File: src/rtl/conv2_sched.sv
// conv2_sched: address/control sequencer for a 5x5, 3-pass conv2 layer over 8x8 output windows.
// Optional `CONV2_SCHED_STALL_EN adds a stall input that freezes the whole schedule.
module conv2_sched (
    input  logic       clk,
    input  logic       reset,
    input  logic       start,
`ifdef CONV2_SCHED_STALL_EN
    input  logic       stall,
`endif
    output logic [7:0] k_addr0,
    output logic [7:0] k_addr1,
    output logic [9:0] in_addr,
    output logic       acc_clr,
    output logic       acc_en,
    output logic       out_we,
    output logic [7:0] out_addr,
    output logic       busy,
    output logic       done
);

    typedef enum logic [2:0] {IDLE, MAC, DRAIN, WRITE, DONE} state_t;

    state_t     state, state_n;
    logic [2:0] kr, kc, row, col;
    logic [2:0] kr_n, kc_n, row_n, col_n;
    logic [1:0] pass, pass_n;
    logic       acc_en_q, acc_clr_q;
    logic       hold;
    logic [9:0] p_w, r_w, c_w, kr_w, kc_w, kidx_w;
    logic [9:0] k0_w, k1_w, in_w;

`ifdef CONV2_SCHED_STALL_EN
    assign hold = stall;
`else
    assign hold = 1'b0;
`endif

    // Addresses are computed from the next-cycle counters so they can be registered.
    assign p_w    = {8'd0, pass_n};
    assign r_w    = {7'd0, row_n};
    assign c_w    = {7'd0, col_n};
    assign kr_w   = {7'd0, kr_n};
    assign kc_w   = {7'd0, kc_n};
    assign kidx_w = kr_w * 10'd5 + kc_w;
    assign k0_w   = p_w * 10'd25 + kidx_w;
    assign k1_w   = 10'd75 + p_w * 10'd25 + kidx_w;
    assign in_w   = p_w * 10'd144 + (r_w + kr_w) * 10'd12 + c_w + kc_w;

    always_comb begin
        state_n = state;
        kr_n    = kr;
        kc_n    = kc;
        row_n   = row;
        col_n   = col;
        pass_n  = pass;
        unique case (state)
            IDLE: begin
                if (start) begin
                    state_n = MAC;
                    kr_n    = 3'd0;
                    kc_n    = 3'd0;
                    row_n   = 3'd0;
                    col_n   = 3'd0;
                    pass_n  = 2'd0;
                end
            end
            MAC: begin
                if (kc == 3'd4) begin
                    kc_n = 3'd0;
                    if (kr == 3'd4) begin
                        kr_n    = 3'd0;
                        state_n = DRAIN;
                    end else begin
                        kr_n = kr + 3'd1;
                    end
                end else begin
                    kc_n = kc + 3'd1;
                end
            end
            DRAIN: state_n = WRITE;
            WRITE: begin
                state_n = MAC;
                if (col == 3'd7) begin
                    col_n = 3'd0;
                    if (row == 3'd7) begin
                        row_n = 3'd0;
                        if (pass == 2'd2) begin
                            pass_n  = 2'd0;
                            state_n = DONE;
                        end else begin
                            pass_n = pass + 2'd1;
                        end
                    end else begin
                        row_n = row + 3'd1;
                    end
                end else begin
                    col_n = col + 3'd1;
                end
            end
            DONE:    state_n = IDLE;
            default: state_n = IDLE;
        endcase
    end

    always_ff @(posedge clk or negedge reset) begin
        if (!reset) begin
            state     <= IDLE;
            kr        <= 3'd0;
            kc        <= 3'd0;
            row       <= 3'd0;
            col       <= 3'd0;
            pass      <= 2'd0;
            acc_en_q  <= 1'b0;
            acc_clr_q <= 1'b0;
            k_addr0   <= 8'd0;
            k_addr1   <= 8'd0;
            in_addr   <= 10'd0;
            out_addr  <= 8'd0;
        end else if (!hold) begin
            state     <= state_n;
            kr        <= kr_n;
            kc        <= kc_n;
            row       <= row_n;
            col       <= col_n;
            pass      <= pass_n;
            // One-cycle memory latency: data for this cycle's address arrives next cycle.
            acc_en_q  <= (state == MAC);
            acc_clr_q <= (state == MAC) && (kr == 3'd0) && (kc == 3'd0);
            if (state_n == MAC) begin
                k_addr0 <= k0_w[7:0];
                k_addr1 <= k1_w[7:0];
                in_addr <= in_w;
            end
            if (state_n == WRITE) begin
                out_addr <= {pass_n, row_n, col_n};
            end
        end
    end

    assign acc_en  = acc_en_q && !hold;
    assign acc_clr = acc_clr_q && !hold;
    assign out_we  = (state == WRITE) && !hold;
    assign done    = (state == DONE) && !hold;
    assign busy    = (state != IDLE);

endmodule

File: config.mk
export PLATFORM = sky130hd
export DESIGN_NAME = conv2_sched
export DESIGN_NICKNAME = d
export VERILOG_FILES = /design/src/rtl/conv2_sched.sv
export SDC_FILE = /design/constraint.sdc
export NUM_CORES = 1
export LEC_CHECK = 0
export ABC_AREA = 1
export CORE_MARGIN = 2
export CORE_UTILIZATION = 50
export CTS_CLUSTER_DIAMETER = 60
export CTS_CLUSTER_SIZE = 8
export DETAILED_ROUTE_END_ITERATION = 6
export DONT_BUFFER_PORTS = 1
export PLACE_DENSITY_LB_ADDON = 0.12
export SLEW_MARGIN = 20
export SYNTH_ARGS = -nofsm -noshare
export SYNTH_HDL_FRONTEND = slang
export SYNTH_SLANG_ARGS = --single-unit
File: constraint.sdc
create_clock -name clk -period 4.2 [get_ports clk]
set_input_delay 0.42 -clock clk [delete_from_list [all_inputs] [get_ports clk]]
set_output_delay 0.42 -clock clk [all_outputs]
set_load 0.005 [all_outputs]
# ---- Yosys cells after proc, flatten, opt, wreduce, memory -nomap -nowiden
# Index checks and enable logic that the tools add are counted.
dict set report classes {
  mux 26
  eq_ne 11
  reduce_logical 6
  addsub 13
  multipliers 4
}
# op count
set ops {}
lappend ops {{$mux 3} 16}
lappend ops {{$pmux 3 s2} 4}
lappend ops {{$add 10x3->10} 2}
lappend ops {{$add 8x7->8} 2}
lappend ops {{$eq 3x3->1 const B} 5}
lappend ops {{$add 3x1->3 const B} 4}
lappend ops {{$pmux 3 s4} 1}
lappend ops {{$add 10x8->10} 1}
lappend ops {{$eq 3x2->1 const B} 3}
lappend ops {{$logic_not 3->1} 3}
lappend ops {{$add 7x7->8 const A} 1}
lappend ops {{$mux 2} 4}
lappend ops {{$add 6x3->7} 1}
lappend ops {{$mul 2x5->7 const B} 1}
lappend ops {{$eq 3x1->1 const B} 2}
lappend ops {{$mul 2x4->6 const B} 1}
lappend ops {{$mul 3x3->6 const B} 1}
lappend ops {{$mul 4x2->6 const B} 1}
lappend ops {{$add 3x3->4} 1}
lappend ops {{$pmux 2 s2} 1}
lappend ops {{$reduce_bool 3->1} 1}
lappend ops {{$add 2x1->2 const B} 1}
lappend ops {{$eq 2x2->1 const B} 1}
lappend ops {{$logic_and 1x1->1} 2}
dict set report word_totals {
  input_bits 3
  out_inout_bits 39
  wordCells 72
  reg_bits 53
}

# ---- Depth between registers and ports, before layout
# Gate-level depths: netlist (run 1).
dict set report depth {
  depth_word 9
  ltp_mapped 25
  depth_no_buf 25
}

# ---- Worst setup path before layout (run 1)
# OpenSTA, ideal clock, no wires.
dict set report synth_timing {
  kind {register to register}
  from {register kc[0]}
  to {register in_addr[8]}
  setup_slack_ps 175
  arrival_ps 3961
  stages_incl_launch_ff 23
  setup_time_ps 65
  cell_sequence {dfrtp_1 inv_1 ha_1 nand2_1 inv_1 nor2_1 a21oi_1 o21ai_0 ha_1 inv_1 fa_1 inv_1 ha_1 fa_1 xor2_1 ha_1 ha_1 a21oi_1 or2_2 nand2_1 nor2_1 nand3b_1 nand2_1}
}
dict set report synth_between {
  elab_chain_len 8
  word_cells_on_any_way 15
  cone_classes {add/sub (5); mul (1); eq/ne (2); mux (7)}
}
# item line_no
set synth_lines {}
lappend synth_lines {{from (decl)} 24} ;# logic [2:0] kr, kc, row, col;
lappend synth_lines {{from (signal assigned)} 122} ;# kc <= kc_n;
lappend synth_lines {{$eq 3x3->1} 68} ;# if (kc == 3'd4) begin
lappend synth_lines {{$mux 3} 68}
lappend synth_lines {{$pmux 3 s2} 56} ;# unique case (state)
lappend synth_lines {{named net kr_n[0]} 25} ;# logic [2:0] kr_n, kc_n, row_n, col_n;
lappend synth_lines {{$add 3x3->4} 47} ;# assign in_w = p_w * 10'd144 + (r_w + kr_w) * 10'd12 + c_w + kc_w;
lappend synth_lines {{$mul 4x2->6} 47}
lappend synth_lines {{$add 10x8->10} 47}
lappend synth_lines {{$add 10x3->10 (2 in a row)} 47}
lappend synth_lines {{to (signal assigned)} 132} ;# in_addr <= in_w;
lappend synth_lines {{to (decl)} 12} ;# output logic [9:0] in_addr,
# The timed path passes the listed nets, and every way through them passes these cells.
# A chain may end at the register's enable or synchronous reset.

# ---- Final worst setup path (run 1)
dict set report layout_timing {
  from {register row[0]}
  to {register in_addr[7]}
}
dict set report layout_between {
  elab_chain_len 9
  word_cells_on_any_way 19
  cone_classes {add/sub (5); mul (2); eq/ne (2); mux (10)}
}
# item line_no
set layout_lines {}
lappend layout_lines {{from (decl)} 24}
lappend layout_lines {{from (signal assigned)} 123} ;# row <= row_n;
lappend layout_lines {{$add 3x1->3 or $eq 3x3->1 (tied branches)} {94, 85}}
lappend layout_lines {{$mux 3} 85} ;# if (row == 3'd7) begin
lappend layout_lines {{$mux 3} 83} ;# if (col == 3'd7) begin
lappend layout_lines {{$pmux 3 s2 (*)} 56}
lappend layout_lines {{named net row_n[0]} 25}
lappend layout_lines {{$add 3x3->4 (*)} 47}
lappend layout_lines {{$mul 4x2->6 (*)} 47}
lappend layout_lines {{$add 10x8->10 (*)} 47}
lappend layout_lines {{$add 10x3->10 (*) (2 in a row)} 47}
# The timed path passes the listed nets; every way through them passes the cells marked *.

==> metrics.yaml, run 1 <==
final_layout:
  finalNetCount: 492
  antenna_cells_inserted: 0
  commonest_non_fill_non_tap_cell_in_the_layout: "sky130_fd_sc_hd__nand2_1"
  layout_common_cells: "128 x sky130_fd_sc_hd__nand2_1, 53 x sky130_fd_sc_hd__dfrtp_1, 47 x sky130_fd_sc_hd__inv_1, 41 x sky130_fd_sc_hd__ha_1"
  postLayoutCellArea_um2: 3970
  syn_to_final_growth_pct: 11.5
  layout-drive-gt1-share: 0.148
  fin_util: 0.580
  finalNonFillerCells: 529
synth:
  netlist_instances: 418
  netlist_area_um2: 3550
  mean_post_synth_cell_area_um2: 8.50
  syn_nets: 478
  post_synth_xor_area_fraction: 0.0468
  synth.ff_latch_count: 53
  synth_fa_ha_area_frac: 0.215
  largest_family_of_logic_cells_by_synthesized_area: "adder cells"
  synth_compound_gate_area_share: 0.0771
  yosys.cell_types.count: 35
  yosys_warnings: 0
  synth.mux.area_fraction: 0
  ys_seq_area_frac: 0.373
  yosys.area_share.simple: 0.214
sta:
  final-setup-viol-count: 0
  min_period_over_period: 0.965
  fin_ws_ps: 146
  unrepaired_setup_endpoints_after_global_routing: "true"
  maxSlewViolCount: 0
  max_slew.worst_pin.slew_ps: 492
  hold_viol: 0
  achievable-frequency_mhz: 247
  final.setup.tns_ps: 0
  final.hold.worst_slack_ps: 358
  max-slew-margin-rel: 0.668
  final_period_minus_worst_setup_slack_ps: 4050
  timing.clock.skew_ps: 11.6
die:
  io-pin-count: 42
  floorplan.die_area_um2: 7800
  die_x_um: 88.3
  placement_rows: 30
  dieHeight_um: 88.3
  floorplan.core_area_um2: 6830
  floorplan.initialDensity: 0.520
routing:
  initialDrtViolationCount: 96
  detail_route.first_pass.iterations: 4
  final_antenna_net_count: 0
  detail_route.vias_per_cell: 5.10
  avgRoutedWirePerCell_um: 13.6
  num_vias: 2696
  drt-total-wl_um: 7200
  number_of_remaining_drc_errors: 0
power_and_ir_drop:
  max-vdd-ir-drop_v: 0.000111
  power_per_cell_area_nw_per_um2: 208
  total_power_uw: 823
  power.static_leakage_nw: 1.98
placed_design:
  placed_cells: 515
  place.detailed.hpwl_um: 5380
  routabilityCongestion: 0.791
  dp_slack_ps: -113
  placed_cell_area_um2: 3690
  io_buffer_count: 0
grt:
  grt_pass1_vias: 2754
  global_route.overflow_total: 0
  grt_pass1_wl_um: 12600
  antenna_found_initial: 0
  grt_start_max_net_pins: 54
  groute.usage.overall: 0.207
cts:
  cts_sinks: 53
  htreeDepth: 2
  path_clk_slew_ps: 100
  ctsLongestPathBuffers: 2
  cts-root-buf: "sky130_fd_sc_hd__clkbuf_8"
  cts_buffers: 5
  clock_insertion_delay_worst_skew_ps: 310
  cts_tree: "done"
outcome:
  status: "finished, final reports clean"
setup_path:
  worstSetupEndpointType: "flip-flop"
  worst_setup_path_start_kind: "flip-flop"
  timing.critical_path.arrival_ps: 4310
  critical_path.max_fanout: 4
  crit_required_ps: 4460
  setup.worst_path.class: "reg -> reg"
run:
  cap_viol_max_count: 0
hold_path:
  hold_path.class: "in -> reg"
==> worst max-delay path, stage by stage, from the launching register on <==
cell and delay [ps]:
sky130_fd_sc_hd__dfrtp_1 430, sky130_fd_sc_hd__ha_2 200, sky130_fd_sc_hd__ha_1 190, sky130_fd_sc_hd__o21ai_1 160
sky130_fd_sc_hd__o21ai_1 100, sky130_fd_sc_hd__o21ai_2 170, sky130_fd_sc_hd__ha_2 210, sky130_fd_sc_hd__inv_1 60
sky130_fd_sc_hd__fa_2 520, sky130_fd_sc_hd__inv_1 60, sky130_fd_sc_hd__ha_2 190, sky130_fd_sc_hd__fa_2 340
sky130_fd_sc_hd__xor2_1 200, sky130_fd_sc_hd__ha_2 320, sky130_fd_sc_hd__ha_4 270, sky130_fd_sc_hd__nand2_2 60
sky130_fd_sc_hd__inv_2 70, sky130_fd_sc_hd__nand3_1 90, sky130_fd_sc_hd__nand2_2 90, sky130_fd_sc_hd__xor2_1 140
sky130_fd_sc_hd__nand2_1 60, sky130_fd_sc_hd__nand2_1 60
==> Yosys cell counts (all sizes together) <==
cell type,number,share of area
nand2,132,0.14
inv,56,0.060
dfrtp,53,0.37
ha,50,0.18
o21ai,30,0.043
nand3,20,0.035
a21oi,14,0.020
nor2,12,0.014
xor2,12,0.030
fa,7,0.039
xnor2,7,0.017
buf,5,0.011
nand4,4,0.0070
nor3,4,0.010
clkbuf,2,0.0021
o211ai,2,0.0042
or2,2,0.0035
a21o,1,0.0021
a22oi,1,0.0021
a31oi,1,0.0018
nand3b,1,0.0021
o21bai,1,0.0021
o22ai,1,0.0018
==> registers in the layout (all words and copies together), names as in the netlist <==
register / cells
acc_clr: 1
acc_en: 1
col: 3
in_addr: 10
k_addr0: 8
k_addr1: 8
kc: 3
kr: 3
out_addr: 8
pass: 2
row: 3
state: 3
==> logic make-up (layout without fill, tap and decap cells) <==
kind of cell               Yosys count  count (layout)
and+or+nand+nor                    175             175
adders and majority gates           57              57
DFF                                 53              53
AOI/OAI and AO/OA                   51              51
xor gates and xnor gates            19              19
buffers and inverters               63              78
==> path summary, 6_finish.rpt <==
path,start,endpoint,slack (ps),depth (start not counted)
min in group asynchronous,reset,k_addr0[3]$_DFFE_PN0N_,620,2
hold / removal,start,state[0]$_DFF_PN0_,360,2
hold reg to reg,in_addr[5]$_DFFE_PN0N_,in_addr[5]$_DFFE_PN0N_,510,2
setup / recovery,row[0]$_DFF_PN0_,in_addr[7]$_DFFE_PN0N_,150,21
setup reg to reg,row[0]$_DFF_PN0_,in_addr[7]$_DFFE_PN0N_,150,21
max in group asynchronous,reset,in_addr[9]$_DFFE_PN0N_,3340,2
==> repair_timing <==
action,CTS,global route
endpoints found under the setup margin,4,13
pin swaps,1,11
hold buffers,2,0
hold endpoints to repair,53,0
gates resized for setup,2,30
setup buffers,1,3
==> routing by layer <==
layer,part of all wire,up-vias,GRT usage
met1,0.45,1271,0.268
li1,-,1367,-
met5,0,-,0
met3,0.044,7,0.0420
met4,0.0099,0,0.0496
met2,0.49,51,0.355
==> report_power, final <==
group	internal, mW	leakage [nW]	switching (mW)
clock network	0.119	0.0456	0.180
logic	0.00339	1.31	0.0103
registers	0.510	0.625	0
==> cell type report <==
class | instances | area [um2]
clock inverter | 2 | 13.8
multi-input combinational | 302 | 2090
clock buffer | 6 | 72.6
inverter | 56 | 213
timing repair buffer | 14 | 128
fill | 645 | 2870
sequential | 53 | 1330
tap | 96 | 120
No activity file was read; power rests on OpenSTA's default activity.
==> run 2: changes to the inputs <==
PLACE_DENSITY = 0.68   (was unset)
PLACE_DENSITY_LB_ADDON = unset   (was 0.12)
==> run 2 against run 1 <==
Register-to-register slack gained 30 ps. Routed wire length grew 0.26%. Flip-flop and latch count is the same. Sequential share of layout area shrank 0.65 points. Final area grew 2.2%. Worst hold slack lost 5.3 ps.
==> metrics.yaml, run 2 (synthesis gave the netlist of run 1 again) <==
setup_path:
  setup.worst_path.class: "reg -> reg"  # unchanged
  cp.buffers_inverters: 2  # was 3
  timing.critical_path.arrival_ps: 4280  # was 4310 ps
  cp_slowest_cell: "sky130_fd_sc_hd__fa_2"  # unchanged
  worstSetupEndpointType: "flip-flop"  # unchanged
  critPathTopFamily: "adder cells"  # unchanged
  worst_setup_startpoint: "row[0]$_DFF_PN0_"  # unchanged
  critical_path.max_fanout: 3  # was 4
  worst_setup_path_start_kind: "flip-flop"  # unchanged
  crit_required_ps: 4450  # was 4460 ps
  timing.critical_path.mode_cell: "sky130_fd_sc_hd__nand2_1"  # was sky130_fd_sc_hd__ha_2
  crit_path_max_incr_delay_ps: 530  # was 520 ps
  cp_cell_sequence: "ha_2, ha_2, o21ai_2, o21ai_1, o21ai_2, ha_2, inv_1, fa_2, inv_2, ha_4, fa_2, xor2_2, ha_4, ha_4, nand2_1, nor3_1, nand2_1, nand2_1, nor2_1, nand3b_1, nand2_1"  # was ha_2, ha_1, o21ai_1, o21ai_1, o21ai_2, ha_2, inv_1, fa_2, inv_1, ha_2, fa_2, xor2_1, ha_2, ha_4, nand2_2, inv_2, nand3_1, nand2_2, xor2_1, nand2_1, nand2_1
  r2r_start: "row[0]$_DFF_PN0_"  # unchanged
cts:
  cts_sinks: 53  # unchanged
  htreeDepth: 2  # unchanged
  cts_buffers: 5  # unchanged
  cts_tree: "done"  # unchanged
  ctsLongestPathBuffers: 2  # unchanged
  path_clk_slew_ps: 100  # about the same
  cts-root-buf: "sky130_fd_sc_hd__clkbuf_8"  # unchanged
  clock_insertion_delay_worst_skew_ps: 310  # about the same
final_layout:
  antenna_cells_inserted: 0  # unchanged
  largest_register_ffs: 10  # unchanged
  fillCellCount: 606  # was 645
  layout_common_cells: "129 x sky130_fd_sc_hd__nand2_1, 51 x sky130_fd_sc_hd__dfrtp_1, 46 x sky130_fd_sc_hd__inv_1, 39 x sky130_fd_sc_hd__ha_1, 19 x sky130_fd_sc_hd__o21ai_0"  # was 128 x sky130_fd_sc_hd__nand2_1, 53 x sky130_fd_sc_hd__dfrtp_1, 47 x sky130_fd_sc_hd__inv_1, 41 x sky130_fd_sc_hd__ha_1
  layout-drive-gt1-share: 0.168  # was 0.148
  largest_register: "in_addr"  # unchanged
  syn_to_final_growth_pct: 14.0  # was 11.5%
  fin_util: 0.593  # was 0.580
  commonest_non_fill_non_tap_cell_in_the_layout: "sky130_fd_sc_hd__nand2_1"  # unchanged
  finalNetCount: 493  # was 492
  finalNonFillerCells: 530  # was 529
power_and_ir_drop:
  max-vdd-ir-drop_v: 0.000131  # was 0.000111 V
  p_int_uw: 707  # was 633 uW
  power.static_leakage_nw: 2.01  # was 1.98 nW
  total_power_uw: 892  # was 823 uW
  power_per_cell_area_nw_per_um2: 220  # was 208 nW/um2
  netSwitchingPower_uw: 184  # was 190 uW
  combinational_power_share: 0.015  # was 0.017
  power.switching_fraction: 0.207  # was 0.231
  clkPwrFrac: 0.413  # was 0.364
  sequentialPowerShare: 0.572  # was 0.620
run:
  cap_viol_max_count: 0  # unchanged
sta:
  max_slew.worst_pin.slew_ps: 503  # was 492 ps
  final.setup.tns_ps: 0  # unchanged
  final-setup-viol-count: 0  # unchanged
  max-slew-margin-rel: 0.661  # was 0.668
  achievable-frequency_mhz: 249  # was 247 MHz
  maxSlewViolCount: 0  # unchanged
  min_period_over_period: 0.958  # was 0.965
  fin_ws_ps: 176  # was 146 ps
  final_period_minus_worst_setup_slack_ps: 4020  # was 4050 ps
  timing.clock.skew_ps: 7.67  # was 11.6 ps
  hold_viol: 0  # unchanged
routing:
  final_antenna_net_count: 0  # unchanged
  detail_route.vias_per_cell: 5.04  # was 5.10
  drt-total-wl_um: 7220  # was 7200 um
  avgRoutedWirePerCell_um: 13.6  # about the same
  detail_route.first_pass.iterations: 4  # unchanged
  number_of_remaining_drc_errors: 0  # unchanged
  num_vias: 2670  # was 2696
  initialDrtViolationCount: 60  # was 96
grt:
  grt_pass1_wl_um: 12200  # was 12600 um
  antenna_found_initial: 0  # unchanged
  groute.usage.overall: 0.199  # was 0.207
  global_route.overflow_total: 0  # unchanged
  grt_start_max_net_pins: 54  # unchanged
  grt_pass1_vias: 2718  # was 2754
die:
  dieHeight_um: 88.3  # unchanged
  floorplan.initialDensity: 0.520  # unchanged
  die_x_um: 88.3  # unchanged
  placement_rows: 30  # unchanged
  floorplan.core_area_um2: 6830  # unchanged
  floorplan.die_area_um2: 7800  # unchanged
  io-pin-count: 42  # unchanged
hold_path:
  hp-start: "start"  # unchanged
  hold_path.class: "in -> reg"  # unchanged
placed_design:
  io_buffer_count: 0  # unchanged
  place.detailed.hpwl_um: 5170  # was 5380 um
  placed_cells: 513  # was 515
  dp_slack_ps: -65.1  # was -113 ps
  routabilityCongestion: 0.889  # was 0.791
outcome:
  status: "finished, final reports clean"  # unchanged
[run 2: cell types whose count changed in the layout (fill, tap and decap cells not counted), sizes merged]
cell / change
inv: -1
clkinv: -1
bufinv: +1
clkinvlp: +1
nor3: +1
[run 2: timing repair]
item	CTS	global route
hold endpoints to repair	53	0
pin swaps	0	13
cloned	0	1
setup buffers	0	6
gates resized for setup	3	37
setup endpoints to repair	4	13
hold buffers	2	0
[run 2: stage by stage]
stage	hold WS [ps]	cell area [um2]
after floorplan	124	3550
after global placement	126	3670
after detailed placement	126	3670
after CTS	354	3840
after global routing	365	4050
final	353	4050
[run 2: per-layer routing]
layer  share of wire  up-vias  wire length (um)  GRT usage
met5               0        -                 0          0
met4           0.014        0               101     0.0579
met3           0.035        8               255     0.0373
met2            0.49       42              3550      0.351
met1            0.46     1250              3320      0.249
li1                -     1370                 -          -
[run 2: final cells by class]
| cell class | instances | area (um2) | area share |
|---|---|---|---|
| Clock buffer | 6 | 82.6 | 0.0204 |
| Clock inverter | 2 | 37.5 | 0.00926 |
| Inverter | 56 | 215 | 0.0531 |
| Multi-Input combinational cell | 303 | 2140 | 0.528 |
| Sequential cell | 53 | 1330 | 0.328 |
| Tap cell | 96 | 120 | 0.0296 |
| Timing Repair Buffer | 14 | 128 | 0.0315 |
[run 2: power by group through the flow]
| stage | Clock [mW] | Combinational [mW] | Sequential (mW) |
|---|---|---|---|
| after floorplan | 0 | 0.000177 | 0.520 |
| after global placement | 0 | 0.000188 | 0.520 |
| after detailed placement | 0 | 0.000216 | 0.520 |
| after CTS | 0.377 | 0.0146 | 0.510 |
| after global routing | 0.393 | 0.0160 | 0.510 |
| final | 0.368 | 0.0137 | 0.510 |
[run 2: final timing paths]
kind,cells past startpoint,endpoint,slack (ps)
max in group asynchronous,2,k_addr1[6]$_DFFE_PN0N_,3340
min reg2reg,2,out_addr[5]$_DFFE_PN0N_,510
max reg2reg,21,in_addr[8]$_DFFE_PN0N_,180
max,21,in_addr[8]$_DFFE_PN0N_,180
min in group asynchronous,2,state[2]$_DFF_PN0_,630
min,2,state[0]$_DFF_PN0_,350
